**src/rtl/uart_capture_pkg.sv**
```systemverilog
// Shared types and helpers for the UART TX snoop/capture stage.
package uart_capture_pkg;

    typedef enum logic {
        CAP_GATHER = 1'b0,
        CAP_DRAIN  = 1'b1
    } cap_state_t;

    localparam logic [7:0] ASCII_LF = 8'h0a;

    // Picks the byte on the lowest strobed lane; lane 0 if no strobe is set.
    function automatic logic [7:0] lane_byte(input logic [3:0] we, input logic [31:0] wdata);
        logic [7:0] b;
        b = wdata[7:0];
        if (we[0])      b = wdata[7:0];
        else if (we[1]) b = wdata[15:8];
        else if (we[2]) b = wdata[23:16];
        else if (we[3]) b = wdata[31:24];
        return b;
    endfunction

endpackage

```
**src/rtl/uart_capture_if.sv**
```systemverilog
// Core bus snoop inputs plus the byte stream and statistics toward the consumer.
interface uart_capture_if;
    logic [31:0] bus_addr;
    logic [31:0] bus_wdata;
    logic [3:0]  bus_we;
    logic        byte_valid;
    logic        byte_ready;
    logic [7:0]  byte_data;
    logic        byte_eol;
    logic [15:0] drop_cnt;
    logic [15:0] line_cnt;

    modport master (
        output bus_addr, bus_wdata, bus_we, byte_ready,
        input  byte_valid, byte_data, byte_eol, drop_cnt, line_cnt
    );

    modport slave (
        input  bus_addr, bus_wdata, bus_we, byte_ready,
        output byte_valid, byte_data, byte_eol, drop_cnt, line_cnt
    );
endinterface

```
**src/rtl/uart_capture_sync_fifo.sv**
```systemverilog
// Single-clock FIFO; caller guarantees no push when full (unless popping) and no pop when empty.
module sync_fifo #(
    parameter int WIDTH = 9,
    parameter int DEPTH = 16
) (
    input  logic                     clk,
    input  logic                     reset,
    input  logic                     push,
    input  logic                     pop,
    input  logic [WIDTH-1:0]         wdata,
    output logic [WIDTH-1:0]         rdata,
    output logic                     full,
    output logic                     empty,
    output logic [$clog2(DEPTH):0]   count
);
    localparam int AW = $clog2(DEPTH);
    localparam logic [AW:0] FULL_CNT = (AW + 1)'(DEPTH);

    logic [WIDTH-1:0] mem [DEPTH];
    logic [AW-1:0]    wptr;
    logic [AW-1:0]    rptr;

    always_ff @(posedge clk) begin
        if (push) mem[wptr] <= wdata;
    end

    always_ff @(posedge clk) begin
        if (reset) begin
            wptr  <= '0;
            rptr  <= '0;
            count <= '0;
        end else begin
            if (push) wptr <= wptr + 1'b1;
            if (pop)  rptr <= rptr + 1'b1;
            if (push && !pop)      count <= count + 1'b1;
            else if (pop && !push) count <= count - 1'b1;
        end
    end

    assign rdata = mem[rptr];
    assign full  = (count == FULL_CNT);
    assign empty = (count == '0);
endmodule

```
**src/rtl/uart_capture.sv**
```systemverilog
// Captures CPU writes to the debug UART TX register and hands bytes to a consumer, optionally per line.
//   state      | meaning
//   CAP_GATHER | collecting bytes, output held back
//   CAP_DRAIN  | releasing buffered bytes to the consumer
module uart_capture
    import uart_capture_pkg::*;
#(
    parameter logic [31:0] UART_ADDR = 32'hf00000d0,
    parameter int          DEPTH     = 16,
    parameter bit          LINE_MODE = 1'b1,
    parameter int          TIMEOUT   = 256
) (
    input logic           clk,
    input logic           reset,
    uart_capture_if.slave port
);
    localparam int              CW          = $clog2(DEPTH) + 1;
    localparam int              IW          = $clog2(TIMEOUT + 1);
    localparam logic [CW-1:0]   FULL_CNT    = CW'(DEPTH);
    localparam logic [IW-1:0]   IDLE_LAST   = IW'(TIMEOUT - 1);
    localparam logic [31:0]     ADDR_MASK   = 32'hffff_fffc;
    localparam cap_state_t      RESET_STATE = LINE_MODE ? CAP_GATHER : CAP_DRAIN;

    cap_state_t    state;
    logic [IW-1:0] idle_cnt;
    logic [CW-1:0] count, count_next, pend_eol, pend_next;
    logic [15:0]   drop_cnt, line_cnt;
    logic [8:0]    head;
    logic [7:0]    in_byte;
    logic          full, empty, hit, push, pop, drop, in_eol, head_eol, valid;

    assign hit      = (port.bus_we != 4'b0) && (((port.bus_addr ^ UART_ADDR) & ADDR_MASK) == '0);
    assign in_byte  = lane_byte(port.bus_we, port.bus_wdata);
    assign in_eol   = (in_byte == ASCII_LF);
    assign valid    = (state == CAP_DRAIN) && !empty;
    assign pop      = valid && port.byte_ready;
    assign push     = hit && (!full || pop);
    assign drop     = hit && full && !pop;
    assign head_eol = !empty && head[8];

    sync_fifo #(.WIDTH(9), .DEPTH(DEPTH)) u_fifo (
        .clk   (clk),
        .reset (reset),
        .push  (push),
        .pop   (pop),
        .wdata ({in_eol, in_byte}),
        .rdata (head),
        .full  (full),
        .empty (empty),
        .count (count)
    );

    always_comb begin
        count_next = count;
        if (push && !pop)      count_next = count + 1'b1;
        else if (pop && !push) count_next = count - 1'b1;
        pend_next = pend_eol;
        if ((push && in_eol) && !(pop && head_eol))      pend_next = pend_eol + 1'b1;
        else if (!(push && in_eol) && (pop && head_eol)) pend_next = pend_eol - 1'b1;
    end

    always_ff @(posedge clk) begin
        if (reset) begin
            state    <= RESET_STATE;
            idle_cnt <= '0;
            pend_eol <= '0;
            drop_cnt <= '0;
            line_cnt <= '0;
        end else begin
            pend_eol <= pend_next;
            if (drop && drop_cnt != 16'hffff) drop_cnt <= drop_cnt + 1'b1;
            if (pop && head_eol)              line_cnt <= line_cnt + 1'b1;
            // Idle count saturates so a long quiet spell cannot wrap past the timeout.
            if (state == CAP_DRAIN || hit)   idle_cnt <= '0;
            else if (idle_cnt != IDLE_LAST)  idle_cnt <= idle_cnt + 1'b1;
            if (LINE_MODE) begin
                case (state)
                    CAP_GATHER:
                        if ((push && in_eol) || count_next == FULL_CNT ||
                            (idle_cnt == IDLE_LAST && !empty))
                            state <= CAP_DRAIN;
                    CAP_DRAIN:
                        if (((pop && head_eol) || count_next == '0) && pend_next == '0)
                            state <= CAP_GATHER;
                    default: state <= RESET_STATE;
                endcase
            end else begin
                state <= CAP_DRAIN;
            end
        end
    end

    assign port.byte_valid = valid;
    assign port.byte_data  = empty ? 8'h00 : head[7:0];
    assign port.byte_eol   = head_eol;
    assign port.drop_cnt   = drop_cnt;
    assign port.line_cnt   = line_cnt;
endmodule

```
**src/flat_wrapper.sv**
```systemverilog
// flat-port wrapper written by rule: the top's interface ports become plain ports
module uart_capture_flat import uart_capture_pkg::*;
#(
    parameter logic [31:0] UART_ADDR = 32'hf00000d0,
    parameter int          DEPTH     = 16,
    parameter bit          LINE_MODE = 1'b1,
    parameter int          TIMEOUT   = 256
)
  (clk, reset, port_bus_addr, port_bus_wdata, port_bus_we, port_byte_ready, port_byte_valid, port_byte_data, port_byte_eol, port_drop_cnt, port_line_cnt);
  uart_capture_if port_i ();
  input logic clk;
  input logic reset;
  input wire logic [$bits(port_i.bus_addr)-1:0] port_bus_addr;
  input wire logic [$bits(port_i.bus_wdata)-1:0] port_bus_wdata;
  input wire logic [$bits(port_i.bus_we)-1:0] port_bus_we;
  input wire logic [$bits(port_i.byte_ready)-1:0] port_byte_ready;
  output wire logic [$bits(port_i.byte_valid)-1:0] port_byte_valid;
  output wire logic [$bits(port_i.byte_data)-1:0] port_byte_data;
  output wire logic [$bits(port_i.byte_eol)-1:0] port_byte_eol;
  output wire logic [$bits(port_i.drop_cnt)-1:0] port_drop_cnt;
  output wire logic [$bits(port_i.line_cnt)-1:0] port_line_cnt;
  assign port_i.bus_addr = port_bus_addr;
  assign port_i.bus_wdata = port_bus_wdata;
  assign port_i.bus_we = port_bus_we;
  assign port_i.byte_ready = port_byte_ready;
  assign port_byte_valid = port_i.byte_valid;
  assign port_byte_data = port_i.byte_data;
  assign port_byte_eol = port_i.byte_eol;
  assign port_drop_cnt = port_i.drop_cnt;
  assign port_line_cnt = port_i.line_cnt;
  uart_capture #(.UART_ADDR(UART_ADDR), .DEPTH(DEPTH), .LINE_MODE(LINE_MODE), .TIMEOUT(TIMEOUT)) u_core (.clk(clk), .reset(reset), .port(port_i));
endmodule
```
**config.mk**
```make
export PLATFORM = sky130hd
export DESIGN_NAME = uart_capture_flat
export DESIGN_NICKNAME = d
export VERILOG_FILES = /design/src/rtl/uart_capture_pkg.sv /design/src/rtl/uart_capture_if.sv /design/src/rtl/uart_capture_sync_fifo.sv /design/src/rtl/uart_capture.sv /design/src/flat_wrapper.sv
export SDC_FILE = /design/constraint.sdc
export NUM_CORES = 1
export LEC_CHECK = 0
export BUFFER_PORTS_ARGS = -buffer_cell sky130_fd_sc_hd__buf_2
export CAP_MARGIN = 15
export CORE_UTILIZATION = 30
export DETAILED_ROUTE_END_ITERATION = 10
export PLACE_DENSITY_LB_ADDON = 0.3
export REMOVE_ABC_BUFFERS = 1
export SYNTH_ARGS = -nofsm -noshare
export SYNTH_HDL_FRONTEND = slang
export SYNTH_SLANG_ARGS = --single-unit
```
**constraint.sdc**
```tcl
create_clock -name clk -period 4.6 [get_ports clk]
set_input_delay 1.38 -clock clk [delete_from_list [all_inputs] [get_ports clk]]
set_output_delay 1.38 -clock clk [all_outputs]
set_load 0.01 [all_outputs]
```
==> run summary, run 1 <==
Vias/cell: 4.793
crit path launch type: flop
largest net degree at the start of global routing: 34
power per cell area: 348.2 nW/um^2
Mapped Cells: 656
Stages on worst setup path: 5
crit path capture type: primary output
cts bufs inserted: 22
GP Congestion: 0.7485
CP max stage cell: dfxtp_2
Post-DP HPWL: 14.92 mm
pre-CTS WS: 0.4090 ns
library cells used by synthesis: 63
Worst Path Arrival: 2.79 ns
Residual DRC: 0
final WL: 21.12 mm
layout cells sized above 1: 0.2826
Yosys top cell area share: 0.4744
core area: 29800 um^2
crit-path max FO: 13
Worst slew margin: 0.5352
first-pass GRT wire length: 33.62 mm
TritonCTS clock tree: done
Post-synth EDFFs: 144
Final Hold Viols: 0
FFs w/ async S/R, synth: 0
via count: 5771
delay-heaviest family, CP: multiplexers
# diodes: 0
Bufs and invs on worst path: 2
CTS Hold Bufs: 0
root buf cell: clkbuf_16
placed cell count: 1167
PortBufs: 110
maximum clock rate: 239.9 MHz
flops & latches, synth: 208
Pins Over Slew Limit: 0
Routed wire per std cell: 17.54 um
total power: 3.846 mW
Synth Flop Type: edfxtp_1
TNS Setup: 0 ns
most area-consuming cells after synthesis: edfxtp_1 (47%), dfxtp_1 (14%), mux4_2 (9.1%)
Worst Tran Pin Value: 0.6954 ns
Tcrit/Tclk final: 0.9061
post-route setup slack: 0.4317 ns
total congestion overflow: 0
status: finished, final reports clean
area grow syn2layout: 21.17%
1st-iter DRT viols: 326
Final Util: 0.3707
Critical Path RT: 3.22 ns
R2R depth: 11
YS warnings: 0
Critical R2R Launch: u_core.u_fifo.count[0]
Die W: 176.3 um
clock sink count: 208
Top Ports: 113
initial antenna violation count: 0
H-tree Lvls: 1
cell taking the most area after synthesis: edfxtp_1
Worst Setup EP: port_byte_data[3]
FF-to-FF End: u_core.state
Starting Density: 0.3059
worst-path cell chain: buf_4 > mux4_2 > mux4_1 > nor2b_1 > buf_2
clk_lat worst skew: 0.50 ns
total track usage: 0.1402
post_cts resized: 0
Final nets: 886
biggest cell delay along the critical path: 0.67 ns
leakage power: 3.858 nW
critical path type: reg2out
site row count: 63
Mean Syn Cell Area: 13.89 um^2
Pre-antenna DRT Iters: 4
maximum vdd drop: 0.0002069 V
synthesized cell area: 9115 um^2
Die Y: 176.3 um
Die ar.: 31090 um^2
Detail Route Antenna Nets: 0
Worst-path clk slew: 0.06 ns
number of max-cap violations: 0
post-layout min period: 4.168 ns
Hold Crit Class: reg2reg
sequential area share after synthesis: 0.6150
Setup Fix Bufs, Post-CTS: 0
number of cells in the finished layout apart from fillers: 1204
R2R Setup Slk: 1.37 ns
Final Setup Violations: 0
Final Skew: 0.01720 ns
vias in the first global route: 5830
unrepaired setup endpoints after global routing: no
CTS Buffer Depth: 3
[worst min path at each step]
| stage | to | cells after the start | from |
|---|---|---|---|
| after floorplan | u_core.idle_cnt[8] | 2 | u_core.idle_cnt[8] |
| after global placement | u_core.idle_cnt[8] | 2 | u_core.idle_cnt[8] |
| after detailed placement | u_core.idle_cnt[8] | 2 | u_core.idle_cnt[8] |
| after CTS | u_core.idle_cnt[8] | 2 | u_core.idle_cnt[8] |
| after global routing | u_core.idle_cnt[8] | 2 | u_core.idle_cnt[8] |
| final | u_core.idle_cnt[8] | 2 | u_core.idle_cnt[8] |
[flip-flops by register name, indices dropped and copies added, names as in the netlist, named ones only]
signal and cells:
u_core.port.line_cnt 16, u_core.pend_eol 5, u_core.u_fifo.rptr 4, u_core.u_fifo.mem 144
u_core.port.drop_cnt 16, u_core.u_fifo.count 5, u_core.u_fifo.wptr 4, u_core.state 1
u_core.idle_cnt 9
[metrics by stage]
step / hold slack, ns / cell area, um^2
3_3_place_gp: 0.4748 / 10370
4_1_cts: 0.5004 / 11040
5_1_grt: 0.5364 / 11040
6_report: 0.4900 / 11040
2_1_floorplan: 0.4585 / 8996
3_5_place_dp: 0.4863 / 10370
[Yosys cell counts (2+ instances only)]
library cell  count
edfxtp_1        144
a22oi_1           2
a221o_1           2
a21oi_1          11
xor2_1           28
a22o_1            2
buf_1             4
mux2_2            2
a31oi_1           2
maj3_1            2
a32oi_1           2
o221ai_1          2
buf_2             2
mux2i_1          11
dfxtp_1          64
a221oi_1          2
a211oi_1          4
nor4_1            4
nor2_1           77
nand2_1          39
nand4_1          16
mux4_1            8
mux4_2           37
o311ai_0          2
inv_1            21
nor4b_1           5
nand3_1          19
and3_1            5
o21ai_0           8
nor2b_1          20
xnor2_1          19
clkbuf_1         22
nand2b_1          3
nand4b_1          3
or3_1             9
nor3b_1           2
nor3_1           11
ha_1             14
and4_1            2
[placed cells by master, fill, tap and decap left out, types with 3 or more instances in the layout]
cell type	n
nor2_1	77
buf_2	110
o21ai_0	7
clkinv_1	4
nand4_1	16
and3_1	5
inv_1	21
clkbuf_1	3
nor4b_1	4
mux4_2	37
nor3_1	11
xnor2_1	19
a211oi_1	4
xor2_1	28
ha_1	14
clkbuf_16	23
mux2i_1	11
mux4_1	8
nand3_1	19
nand2_1	39
nand4b_1	3
edfxtp_1	144
nand2b_1	3
clkbuf_8	4
nor2b_1	20
buf_4	39
nor4_1	3
or3_1	9
dfxtp_1	63
a21oi_1	11
[logic make-up after synthesis]
logic type	count (synthesis)	share of synthesized area
AND/OR/NAND/NOR	227	0.1264
flip-flops	208	0.6150
multiplexers	58	0.1290
AO/OA/AOI/OAI	50	0.04132
buffers and inverters	50	0.02169
XOR/XNOR	47	0.04516
adder cells (fa/ha/maj)	16	0.02141
[layout make-up]
class	instances	area, um^2
well taps	390	488.0
clock inverters	7	33.78
clock buffers	30	641.9
repair buffers	150	863.3
flip-flops and latches	208	5607
multi-input cells	398	3332
fillers	2882	18750
inverters	21	78.83
[power breakdown]
| group | total, mW | internal [mW] | switching [mW] |
|---|---|---|---|
| logic | 0.159 | 0.0581 | 0.100 |
| clock network | 1.67 | 0.968 | 0.697 |
| registers | 2.02 | 2.02 | 0.00475 |
[layer usage]
layer  GRT usage  up-vias  share of wire
li1            -     2768              -
met1      0.1923     2893           0.47
met2      0.2315       85           0.49
met3     0.01981       25          0.031
met4     0.03768        0          0.017
met5           0        -              0
[worst register-to-register path, stage by stage (launching register included)]
cell and delay (ns):
dfxtp_1 0.35, inv_1 0.14, ha_1 0.18, nor4b_2 0.58
buf_4 0.32, or2_1 0.29, nand2_1 0.11, mux2_2 0.30
a211oi_1 0.31, nor4bb_1 0.11, o41ai_1 0.35, a31oi_1 0.07
(Power assumes the default switching activity.)
==> run 2, diff against run 1 <==
- CORE_MARGIN: not set -> 5
- MAX_ROUTING_LAYER: not set -> met4
==> run 2 against run 1 <==
  * Flip-flop and latch count unchanged
  * Wire length up 0.41%
  * Sequential share of layout area down 0.27 points
  * Core utilization up 0.20 points
  * Critical endpoint is now port_byte_data[0]
  * Final cell count up 0.17%
  * Sequential power about the same
  * Die area up 9.3%
  * Clock power up 9%
  * Worst hold slack worse by 0.0015 ns
==> run summary, run 2 (synthesis gave the netlist of run 1 again) <==
status: finished, final reports clean
Post-DP HPWL: 14.71 mm (-1.4%)
Detail Route Antenna Nets: 0 (unchanged)
Vias/cell: 4.760 (-0.68%)
Bufs and invs on worst path: 2 (unchanged)
hold path start: u_core.idle_cnt[8]
R2R Setup Slk: 1.43 ns (+0.06 ns)
commonest non-fill, non-tap cell in the layout: edfxtp_1
Worst Path Arrival: 2.72 ns (-0.07 ns)
vias in the first global route: 5754 (-1.3%)
crit path launch type: flop
fin area: 11100 um^2 (+0.53%)
area grow syn2layout: 21.81%
CP max stage cell: mux4_2
Pre-antenna DRT Iters: 5 (+1)
Routed wire per std cell: 17.58 um (+0.24%)
Worst slew margin: 0.5560 (+0.02083)
PortBufs: 110 (unchanged)
Residual DRC: 0 (unchanged)
post-layout min period: 4.097 ns (-0.07135 ns)
Final Hold Viols: 0 (unchanged)
Final Setup Violations: 0 (unchanged)
fill count: 2868 (-0.49%)
largest net degree at the start of global routing: 34 (unchanged)
unrepaired setup endpoints after global routing: no
R2R depth: 9 (-2)
FF+latch area: 5607 um^2 (unchanged)
CTS Buffer Depth: 3 (unchanged)
Tcrit/Tclk final: 0.8906 (-0.01551)
clock sink count: 208 (unchanged)
Die W: 184.3 um (+4.5%)
final WL: 21.21 mm (+0.41%)
core area: 29800 um^2 (unchanged)
TritonCTS clock tree: done
Hold Crit Class: reg2reg
Worst-path clk slew: 0.06 ns (about the same)
worst-path cell chain: buf_4 > mux4_2 > mux4_1 > nor2b_1 > buf_2
initial antenna violation count: 0 (unchanged)
first-pass GRT wire length: 33.33 mm (-0.84%)
Final Util: 0.3726 (+0.001974)
biggest cell delay along the critical path: 0.57 ns (-0.10 ns)
root buf cell: clkbuf_16
number of max-cap violations: 0 (unchanged)
cts bufs inserted: 23 (+4.5%)
# diodes: 0 (unchanged)
maximum vdd drop: 0.0002790 V (+35%)
delay-heaviest family, CP: multiplexers
1st-iter DRT viols: 306 (-6.1%)
max reg flops: 144 (unchanged)
TNS Setup: 0 ns (unchanged)
top flop regs: u_core.u_fifo.mem x144, u_core.port.drop_cnt x16, u_core.port.line_cnt x16
total track usage: 0.1282 (-0.01202)
Critical Path RT: 3.22 ns (about the same)
crit path capture type: primary output
H-tree Lvls: 1 (unchanged)
clk_lat worst skew: 0.52 ns (+0.02 ns)
Die ar.: 33970 um^2 (+9.3%)
CTS Hold Bufs: 0 (unchanged)
Die Y: 184.3 um (+4.5%)
leakage power: 3.874 nW (+0.41%)
total congestion overflow: 0 (unchanged)
Starting Density: 0.3059 (unchanged)
layout cells sized above 1: 0.2831 (+0.0005330)
Worst Tran Pin Value: 0.6650 ns (-0.03033 ns)
Final Skew: 0.01591 ns (-0.001282 ns)
maximum clock rate: 244.1 MHz (+1.7%)
GP Congestion: 0.8067 (+7.8%)
post_cts resized: 0 (unchanged)
via count: 5741 (-0.52%)
FF-to-FF End: u_core.state
Final nets: 884 (-0.23%)
Top Ports: 113 (unchanged)
Pins Over Slew Limit: 0 (unchanged)
Area after DPL: 10350 um^2 (-0.22%)
Hold Path Depth: 2 (unchanged)
commonest non-fill, non-tap cells in the layout: edfxtp_1 (144), buf_2 (110), nor2_1 (77)
power per cell area: 360.3 nW/um^2 (+3.5%)
crit-path max FO: 9 (-4)
Worst Hold Path EP: u_core.idle_cnt[8]
largest register by flop count: u_core.u_fifo.mem
area occupied by multi-input gates: 3332 um^2 (unchanged)
critical path type: reg2out
site row count: 63 (unchanged)
Setup Fix Bufs, Post-CTS: 0 (unchanged)
-- run 2: per-layer routing --
| metal | vias up | share of wire | global-route usage |
|---|---|---|---|
| met5 | - | 0 | - |
| met4 | 0 | 0.015 | 0.02425 |
| met3 | 24 | 0.035 | 0.01835 |
| met2 | 101 | 0.49 | 0.2097 |
| met1 | 2845 | 0.46 | 0.1726 |
| li1 | 2771 | - | - |
-- run 2: final cells by class --
cell class / instances / share of cell area
clock buffers: 30 / 0.05691
clock inverters: 12 / 0.01127
inverters: 21 / 0.007099
multi-input cells: 398 / 0.3001
flip-flops and latches: 208 / 0.5050
well taps: 390 / 0.04395
repair buffers: 147 / 0.07573
-- run 2: power breakdown --
part | total [mW] | internal [mW] | switching [mW]
registers | 2.02 | 2.02 | 0.00461
logic | 0.159 | 0.0581 | 0.101
clock network | 1.82 | 1.09 | 0.735
total | 4.00 | 3.16 | 0.840
-- run 2: worst reg2reg max path, delay by kind of cell (launching register included) --
kind                   cells  cell delay, ns
and+or+nand+nor            2            0.53
DFF                        1            0.32
buffers and inverters      1            0.28
muxes                      2            1.14
AOI/OAI and AO/OA          4            0.81
-- run 2: stage by stage --
step                worst slack (ns)  instances  hold slack [ns]  power (mW)
floorplan                     0.4650        627           0.4585       2.132
detailed placement            0.3774       1164           0.4828       2.223
finish                        0.5031       1206           0.4885       4.001
global placement              0.4510       1164           0.4777       2.220
CTS                           0.3800       1206           0.4971       4.055
global route                  0.3430       1206           0.5201       4.159
-- run 2: worst max path at each step --
stage | start | endpoint | slack (ns) | cells past startpoint
after CTS | flop | port_byte_data[0] | 0.38 | 5
after detailed placement | port_bus_we[2] | u_core.state | 0.38 | 10
after global routing | flop | port_byte_data[0] | 0.34 | 5
after global placement | port_bus_we[2] | u_core.state | 0.45 | 9
after floorplan | flop | port_byte_data[0] | 0.46 | 3
final | flop | port_byte_data[0] | 0.50 | 5
